File: config.mk
export PLATFORM = sky130hd
export DESIGN_NAME = sweep_capture_misr_flat
export DESIGN_NICKNAME = d
export VERILOG_FILES = /design/src/rtl/sweep_pkg.sv /design/src/rtl/sweep_capture_misr_if.sv /design/src/rtl/misr_reg.sv /design/src/rtl/sweep_capture_misr.sv /design/src/flat_wrapper.sv
export SDC_FILE = /design/constraint.sdc
export NUM_CORES = 1
export LEC_CHECK = 0
export CORE_UTILIZATION = 30
export CTS_BUF_LIST = sky130_fd_sc_hd__clkbuf_8
export DETAILED_ROUTE_END_ITERATION = 10
export SLEW_MARGIN = 0
export SYNTH_ARGS = -nofsm -noshare
export SYNTH_HDL_FRONTEND = slang
export SYNTH_HIERARCHICAL = 1
export SYNTH_SLANG_ARGS = --single-unit
File: constraint.sdc
create_clock -name CK -period 2.9 [get_ports CK]
set_input_delay 0.58 -clock CK [delete_from_list [all_inputs] [get_ports CK]]
set_output_delay 0.58 -clock CK [all_outputs]
set_load 0.02 [all_outputs]
File: src/rtl/sweep_pkg.sv
// Shared types and helpers for the exhaustive sweep / MISR capture engine.
package sweep_pkg;

  typedef enum logic [2:0] {
    S_IDLE,
    S_APPLY,
    S_SETTLE,
    S_CAPTURE,
    S_DONE
  } sweep_state_t;

  localparam int SETTLE_W = 8;
  localparam int VEC_MAX  = 16;

  // Reflected binary code of an index; callers cast the result to their vector width.
  function automatic logic [VEC_MAX-1:0] gray_of(input logic [VEC_MAX-1:0] i);
    return i ^ (i >> 1);
  endfunction

endpackage

File: src/rtl/sweep_capture_misr_if.sv
// Capture record stream from the sweep engine to the logging path.
// Valid/ready: a record transfers on a rising edge where cap_valid and cap_ready are both 1;
// once cap_valid rises, cap_vec and cap_resp hold steady until that transfer.
interface sweep_capture_misr_if #(
  parameter int N_WIDTH   = 5,
  parameter int OUT_WIDTH = 1
);
  logic                 cap_valid;
  logic                 cap_ready;
  logic [N_WIDTH-1:0]   cap_vec;
  logic [OUT_WIDTH-1:0] cap_resp;

  modport master (output cap_valid, output cap_vec, output cap_resp, input cap_ready);
  modport slave  (input cap_valid, input cap_vec, input cap_resp, output cap_ready);
endinterface

File: src/rtl/misr_reg.sv
// Galois-style multiple-input signature register with synchronous seed load.
module misr_reg #(
  parameter int                   SIG_WIDTH = 16,
  parameter int                   IN_WIDTH  = 1,
  parameter logic [SIG_WIDTH-1:0] POLY      = 16'hD008
) (
  input  logic                 clk,
  input  logic                 rst_n,
  input  logic                 load,
  input  logic [SIG_WIDTH-1:0] seed,
  input  logic                 en,
  input  logic [IN_WIDTH-1:0]  din,
  output logic [SIG_WIDTH-1:0] sig
);

  logic [SIG_WIDTH-1:0] din_ext;
  logic [SIG_WIDTH-1:0] feedback;
  logic [SIG_WIDTH-1:0] sig_next;

  always_comb begin
    din_ext                = '0;
    din_ext[IN_WIDTH-1:0]  = din;
    feedback               = sig[SIG_WIDTH-1] ? POLY : '0;
    sig_next               = (sig << 1) ^ feedback ^ din_ext;
  end

  always_ff @(posedge clk or negedge rst_n) begin
    if (!rst_n) begin
      sig <= '0;
    end else if (load) begin
      sig <= seed;
    end else if (en) begin
      sig <= sig_next;
    end
  end

endmodule

File: src/rtl/sweep_capture_misr.sv
// Exhaustive input sweep (binary or Gray order) with settle wait, streamed capture records
// and a MISR signature compared against a golden value at the end of the sweep.
module sweep_capture_misr
  import sweep_pkg::*;
#(
  parameter int                   N_WIDTH       = 5,
  parameter int                   OUT_WIDTH     = 1,
  parameter int                   SIG_WIDTH     = 16,
  parameter logic [SIG_WIDTH-1:0] POLY          = 16'hD008,
  parameter logic [SIG_WIDTH-1:0] SEED          = 16'hFFFF,
  parameter int                   SETTLE_CYCLES = 1
) (
  input  logic                  CK,
  input  logic                  reset,
  input  logic                  start,
  input  logic                  abort,
  input  logic                  gray_mode,
  input  logic [SIG_WIDTH-1:0]  golden_sig,
  output logic [N_WIDTH-1:0]    stim,
  input  logic [OUT_WIDTH-1:0]  dut_out,
  sweep_capture_misr_if.master  cap,
  output logic                  busy,
  output logic                  done,
  output logic                  pass,
  output logic [SIG_WIDTH-1:0]  signature,
  output sweep_state_t          dbg_state
);

  localparam int                  NUM_VEC     = 2 ** N_WIDTH;
  localparam logic [N_WIDTH:0]    IDX_LAST    = (N_WIDTH+1)'(NUM_VEC - 1);
  localparam logic [SETTLE_W-1:0] SETTLE_LAST = SETTLE_W'((SETTLE_CYCLES > 0) ? SETTLE_CYCLES - 1 : 0);

  sweep_state_t          state_q, state_d;
  logic [N_WIDTH:0]      idx_q;
  logic [N_WIDTH:0]      idx_nxt;
  logic [SETTLE_W-1:0]   settle_q;
  logic                  gray_q;
  logic [SIG_WIDTH-1:0]  golden_q;
  logic [N_WIDTH-1:0]    stim_q;
  logic [N_WIDTH-1:0]    vec_nxt;
  logic                  cap_valid_q;
  logic [OUT_WIDTH-1:0]  cap_resp_q;
  logic                  pass_q;

  logic start_go;
  logic abort_go;
  logic enter_cap;
  logic hs;
  logic last_vec;

  assign idx_nxt  = idx_q + (N_WIDTH+1)'(1);
  assign vec_nxt  = gray_q ? N_WIDTH'(gray_of(VEC_MAX'(idx_nxt))) : idx_nxt[N_WIDTH-1:0];
  assign last_vec = (idx_q == IDX_LAST);

  always_ff @(posedge CK or negedge reset) begin
    if (!reset) begin
      state_q <= S_IDLE;
    end else begin
      state_q <= state_d;
    end
  end

  always_comb begin
    state_d   = state_q;
    start_go  = 1'b0;
    abort_go  = 1'b0;
    enter_cap = 1'b0;
    hs        = 1'b0;
    case (state_q)
      S_IDLE: begin
        if (start && !abort) begin
          state_d  = S_APPLY;
          start_go = 1'b1;
        end
      end
      S_APPLY: begin
        if (abort) begin
          state_d  = S_IDLE;
          abort_go = 1'b1;
        end else if (SETTLE_CYCLES == 0) begin
          state_d   = S_CAPTURE;
          enter_cap = 1'b1;
        end else begin
          state_d = S_SETTLE;
        end
      end
      S_SETTLE: begin
        if (abort) begin
          state_d  = S_IDLE;
          abort_go = 1'b1;
        end else if (settle_q == SETTLE_LAST) begin
          state_d   = S_CAPTURE;
          enter_cap = 1'b1;
        end
      end
      S_CAPTURE: begin
        // abort outranks a transfer offered in the same cycle
        if (abort) begin
          state_d  = S_IDLE;
          abort_go = 1'b1;
        end else if (cap_valid_q && cap.cap_ready) begin
          hs      = 1'b1;
          state_d = last_vec ? S_DONE : S_APPLY;
        end
      end
      S_DONE:  state_d = S_IDLE;
      default: state_d = S_IDLE;
    endcase
  end

  always_ff @(posedge CK or negedge reset) begin
    if (!reset) begin
      idx_q       <= '0;
      settle_q    <= '0;
      gray_q      <= 1'b0;
      golden_q    <= '0;
      stim_q      <= '0;
      cap_valid_q <= 1'b0;
      cap_resp_q  <= '0;
      pass_q      <= 1'b0;
    end else begin
      if (state_q == S_APPLY) begin
        settle_q <= '0;
      end else if (state_q == S_SETTLE) begin
        settle_q <= settle_q + SETTLE_W'(1);
      end
      // vector 0 maps to 0 in both orders
      if (start_go) begin
        gray_q   <= gray_mode;
        golden_q <= golden_sig;
        idx_q    <= '0;
        stim_q   <= '0;
        pass_q   <= 1'b0;
      end
      if (enter_cap) begin
        cap_valid_q <= 1'b1;
        cap_resp_q  <= dut_out;
      end
      if (hs) begin
        cap_valid_q <= 1'b0;
        if (!last_vec) begin
          idx_q  <= idx_nxt;
          stim_q <= vec_nxt;
        end
      end
      if (abort_go) begin
        cap_valid_q <= 1'b0;
        pass_q      <= 1'b0;
      end
      if (state_q == S_DONE) begin
        pass_q <= (signature == golden_q);
      end
    end
  end

  misr_reg #(
    .SIG_WIDTH (SIG_WIDTH),
    .IN_WIDTH  (OUT_WIDTH),
    .POLY      (POLY)
  ) u_misr (
    .clk   (CK),
    .rst_n (reset),
    .load  (start_go),
    .seed  (SEED),
    .en    (hs),
    .din   (cap_resp_q),
    .sig   (signature)
  );

  assign stim          = stim_q;
  assign cap.cap_valid = cap_valid_q;
  assign cap.cap_vec   = stim_q;
  assign cap.cap_resp  = cap_resp_q;
  assign busy          = (state_q == S_APPLY) || (state_q == S_SETTLE) || (state_q == S_CAPTURE);
  assign done          = (state_q == S_DONE);
  // live compare during the DONE cycle, then held until the next start
  assign pass          = (state_q == S_DONE) ? (signature == golden_q) : pass_q;
  assign dbg_state     = state_q;

endmodule

File: src/flat_wrapper.sv
// flat-port wrapper written by rule: the top's interface ports become plain ports
module sweep_capture_misr_flat import sweep_pkg::*;
#(
  parameter int                   N_WIDTH       = 5,
  parameter int                   OUT_WIDTH     = 1,
  parameter int                   SIG_WIDTH     = 16,
  parameter logic [SIG_WIDTH-1:0] POLY          = 16'hD008,
  parameter logic [SIG_WIDTH-1:0] SEED          = 16'hFFFF,
  parameter int                   SETTLE_CYCLES = 1
)
  (CK, reset, start, abort, gray_mode, golden_sig, stim, dut_out, busy, done, pass, signature, dbg_state, cap_cap_valid, cap_cap_vec, cap_cap_resp, cap_cap_ready);
  sweep_capture_misr_if #(.N_WIDTH(N_WIDTH), .OUT_WIDTH(OUT_WIDTH)) cap_i ();
  input  logic CK;
  input  logic reset;
  input  logic start;
  input  logic abort;
  input  logic gray_mode;
  input  logic [SIG_WIDTH-1:0] golden_sig;
  output logic [N_WIDTH-1:0] stim;
  input  logic [OUT_WIDTH-1:0] dut_out;
  output logic busy;
  output logic done;
  output logic pass;
  output logic [SIG_WIDTH-1:0] signature;
  output sweep_state_t dbg_state;
  output wire logic [$bits(cap_i.cap_valid)-1:0] cap_cap_valid;
  output wire logic [$bits(cap_i.cap_vec)-1:0] cap_cap_vec;
  output wire logic [$bits(cap_i.cap_resp)-1:0] cap_cap_resp;
  input wire logic [$bits(cap_i.cap_ready)-1:0] cap_cap_ready;
  assign cap_cap_valid = cap_i.cap_valid;
  assign cap_cap_vec = cap_i.cap_vec;
  assign cap_cap_resp = cap_i.cap_resp;
  assign cap_i.cap_ready = cap_cap_ready;
  sweep_capture_misr #(.N_WIDTH(N_WIDTH), .OUT_WIDTH(OUT_WIDTH), .SIG_WIDTH(SIG_WIDTH), .POLY(POLY), .SEED(SEED), .SETTLE_CYCLES(SETTLE_CYCLES)) u_core (.CK(CK), .reset(reset), .start(start), .abort(abort), .gray_mode(gray_mode), .golden_sig(golden_sig), .stim(stim), .dut_out(dut_out), .cap(cap_i), .busy(busy), .done(done), .pass(pass), .signature(signature), .dbg_state(dbg_state));
endmodule
==> metrics.yaml <==
fin_hold_ws_ns: 0.248
antenna_found_initial: 0
dieArea_mm2: 0.0107
seqPwrFrac: 0.408
min_period_ns: 2.50
ant_nets: 0
yosys_warnings: 6
netlist_area_mm2: 0.00309
clockRootBuffer: "clkbuf_8"
syn_avg_cell_area_um2: 10.4
clock_latency_ns: 0.33
area_growth_pct: 28.2
synth_seq_cells: 58
required_ns: 2.32
globalRouteTotalUtil: 0.145
grt_overflow: 0
synth_top_area_share: 0.469
powerDensity_mw_per_mm2: 874
cp_max_fo: 10
synth.area.top_cells: "dfrtp_1, mux2_2, xor2_1, o21ai_0, mux2i_1"
post_cts_buffers: 0
diodes: 0
dp_hpwl_um: 5250
setup_viol: 0
cts_buffers: 9
tightest_slew_ns: 0.797
cap_violations: 0
grt_pass1_wl_um: 12300
path_clk_slew_ns: 0.06
critPathCaptureType: "output port"
first_pass_iters: 4
drv_slew: 0
synth.most_common_cell: "dfrtp_1"
cts_max_level: 3
dr_total_vias: 2407
drt_iter0_markers: 118
die_w_um: 104
p_sw_mw: 1.33
comb_power_share: 0.410
swShare: 0.385
cts_tree: "yes"
port_buffers: 56
core-area_mm2: 0.00986
place_congestion: 0.781
cts_resized: 0
initial_core_util: 0.313
hold_path.class: "in2async"
yosys-top-cells-count: "dfrtp_1, nand2_1, o21ai_0, mux2_2, xor2_1"
clock-skew-final_ns: 0.00704
ys_seq_area_frac: 0.469
vias_per_cell: 4.77
power_leakage_nw: 1.67
die_h_um: 104
rows: 36
synth_cell_types: 51
syn_inst: 296
grt_pass1_vias: 2389
async_reset_ff_frac: 1.00
status: "completed"
finalCritPeriodShare: 0.861
ctsLongestPathBuffers: 2
slew_headroom: 0.468
drc: 0
critPathLaunchType: "flop"
crit_type: "reg2out"
fmax_mhz: 400
fin_tns_setup_ns: 0
drive_gt1_frac: 0.113
fin_nets: 393
wl_per_cell_um: 14.4
ioPinCount: 57
grt_max_degree: 29
routed_wirelength_um: 7250
r2r_setup_slack_ns: 0.92
timing.rr.end: "u_core/cap.cap_vec[4]"
synth-main-ff-cell: "dfrtp_1"
r2r_cells: 5
p_int_mw: 2.13
critPathArrivalTime_ns: 1.92
synth_edf_count: 0
hold_violations: 0
ctsHoldBuffers: 0
stdcell_area_mm2: 0.00396
placedInstanceArea_mm2: 0.00379
clock-sinks: 58
rsz0062_at_grt: "no"
ir_worst_vdd_uv: 311
synth_top_area_cell: "dfrtp_1"
r2r_start: "u_core/idx_q[0]"
p_clk_frac: 0.182
sequential cells by signal, summed over array words and instances, names as in the netlist:
register              flops
u_core/cap.cap_vec        5
u_core/golden_q          16
u_core/cap.cap_valid      1
u_core/u_misr/sig        16
u_core/dbg_state          3
u_core/idx_q              6
u_core/gray_q             1
u_core/pass_q             1
u_core/settle_q           8
u_core/cap.cap_resp       1
kinds of logic after synthesis:
kind of cell / share of synthesized area
simple gates: 0.152
compound gates: 0.124
flops: 0.469
mux: 0.111
buf+inv: 0.0587
xor+xnor: 0.0708
fa+ha+maj: 0.0121
other cells: 0.00121
cell type report:
class,instances,area (µm²)
multi-input cells,224,1520
repair buffers,63,623
inverters,11,41.3
flip-flops and latches,58,1450
clock buffers,10,138
well taps,133,166
clock inverters,6,26.3
fillers,964,5900
power groups by stage:
stage	Sequential [mW]	Combinational, mW	Clock (mW)
floorplan	1.51	0.736	0
detailed placement	1.43	1.42	0
global route	1.46	1.53	0.703
global placement	1.42	1.41	0
finish	1.41	1.42	0.632
CTS	1.41	1.43	0.650
worst max-delay path by stage:
stage	cells after the start	from	endpoint	slack (ns)
after floorplan	5	u_core/dbg_state[1]	pass	0.69
after global placement	5	u_core/u_misr/sig[8]	pass	0.37
after detailed placement	5	abort	u_core/cap.cap_vec[4]	0.39
after CTS	5	u_core/dbg_state[1]	pass	0.04
after global routing	5	u_core/u_misr/sig[5]	pass	0.27
final	3	u_core/dbg_state[1]	done	0.40
per-layer routing:
metal,routed length [µm],vias to the layer above,GRT usage
met3,182,8,0.0271
met4,106,0,0.0590
met5,0,-,0
li1,-,1180,-
met1,3530,1181,0.193
met2,3430,38,0.231
worst max-delay path: stages, from the launching register on:
cell and delay [ns]:
dfrtp_1 0.49, nor2_2 0.27, and2_1 0.21, clkdlybuf4s50_1 0.63
layout by cell type (no fill, tap or decap), drive strengths merged, types with 9 or more instances in the layout:
cell	netlist	final
mux2	19	19
clkdlybuf4s50	0	54
dfrtp	58	58
clkbuf	1	10
nand3	16	16
mux2i	13	13
nor2	9	9
nand2	30	30
o21ai	33	33
conb	1	16
xor2	18	18
inv	11	14
stage by stage:
step                worst slack, ns  power [mW]  utilization  cells
floorplan                     0.693        2.25            -    311
detailed placement            0.390        2.85        0.385    489
finish                        0.403        3.46        0.402    505
global placement              0.370        2.83        0.385    489
CTS                          0.0432        3.49        0.401    505
global route                  0.273        3.70        0.402    505
No activity file was read; power rests on OpenSTA's default activity.
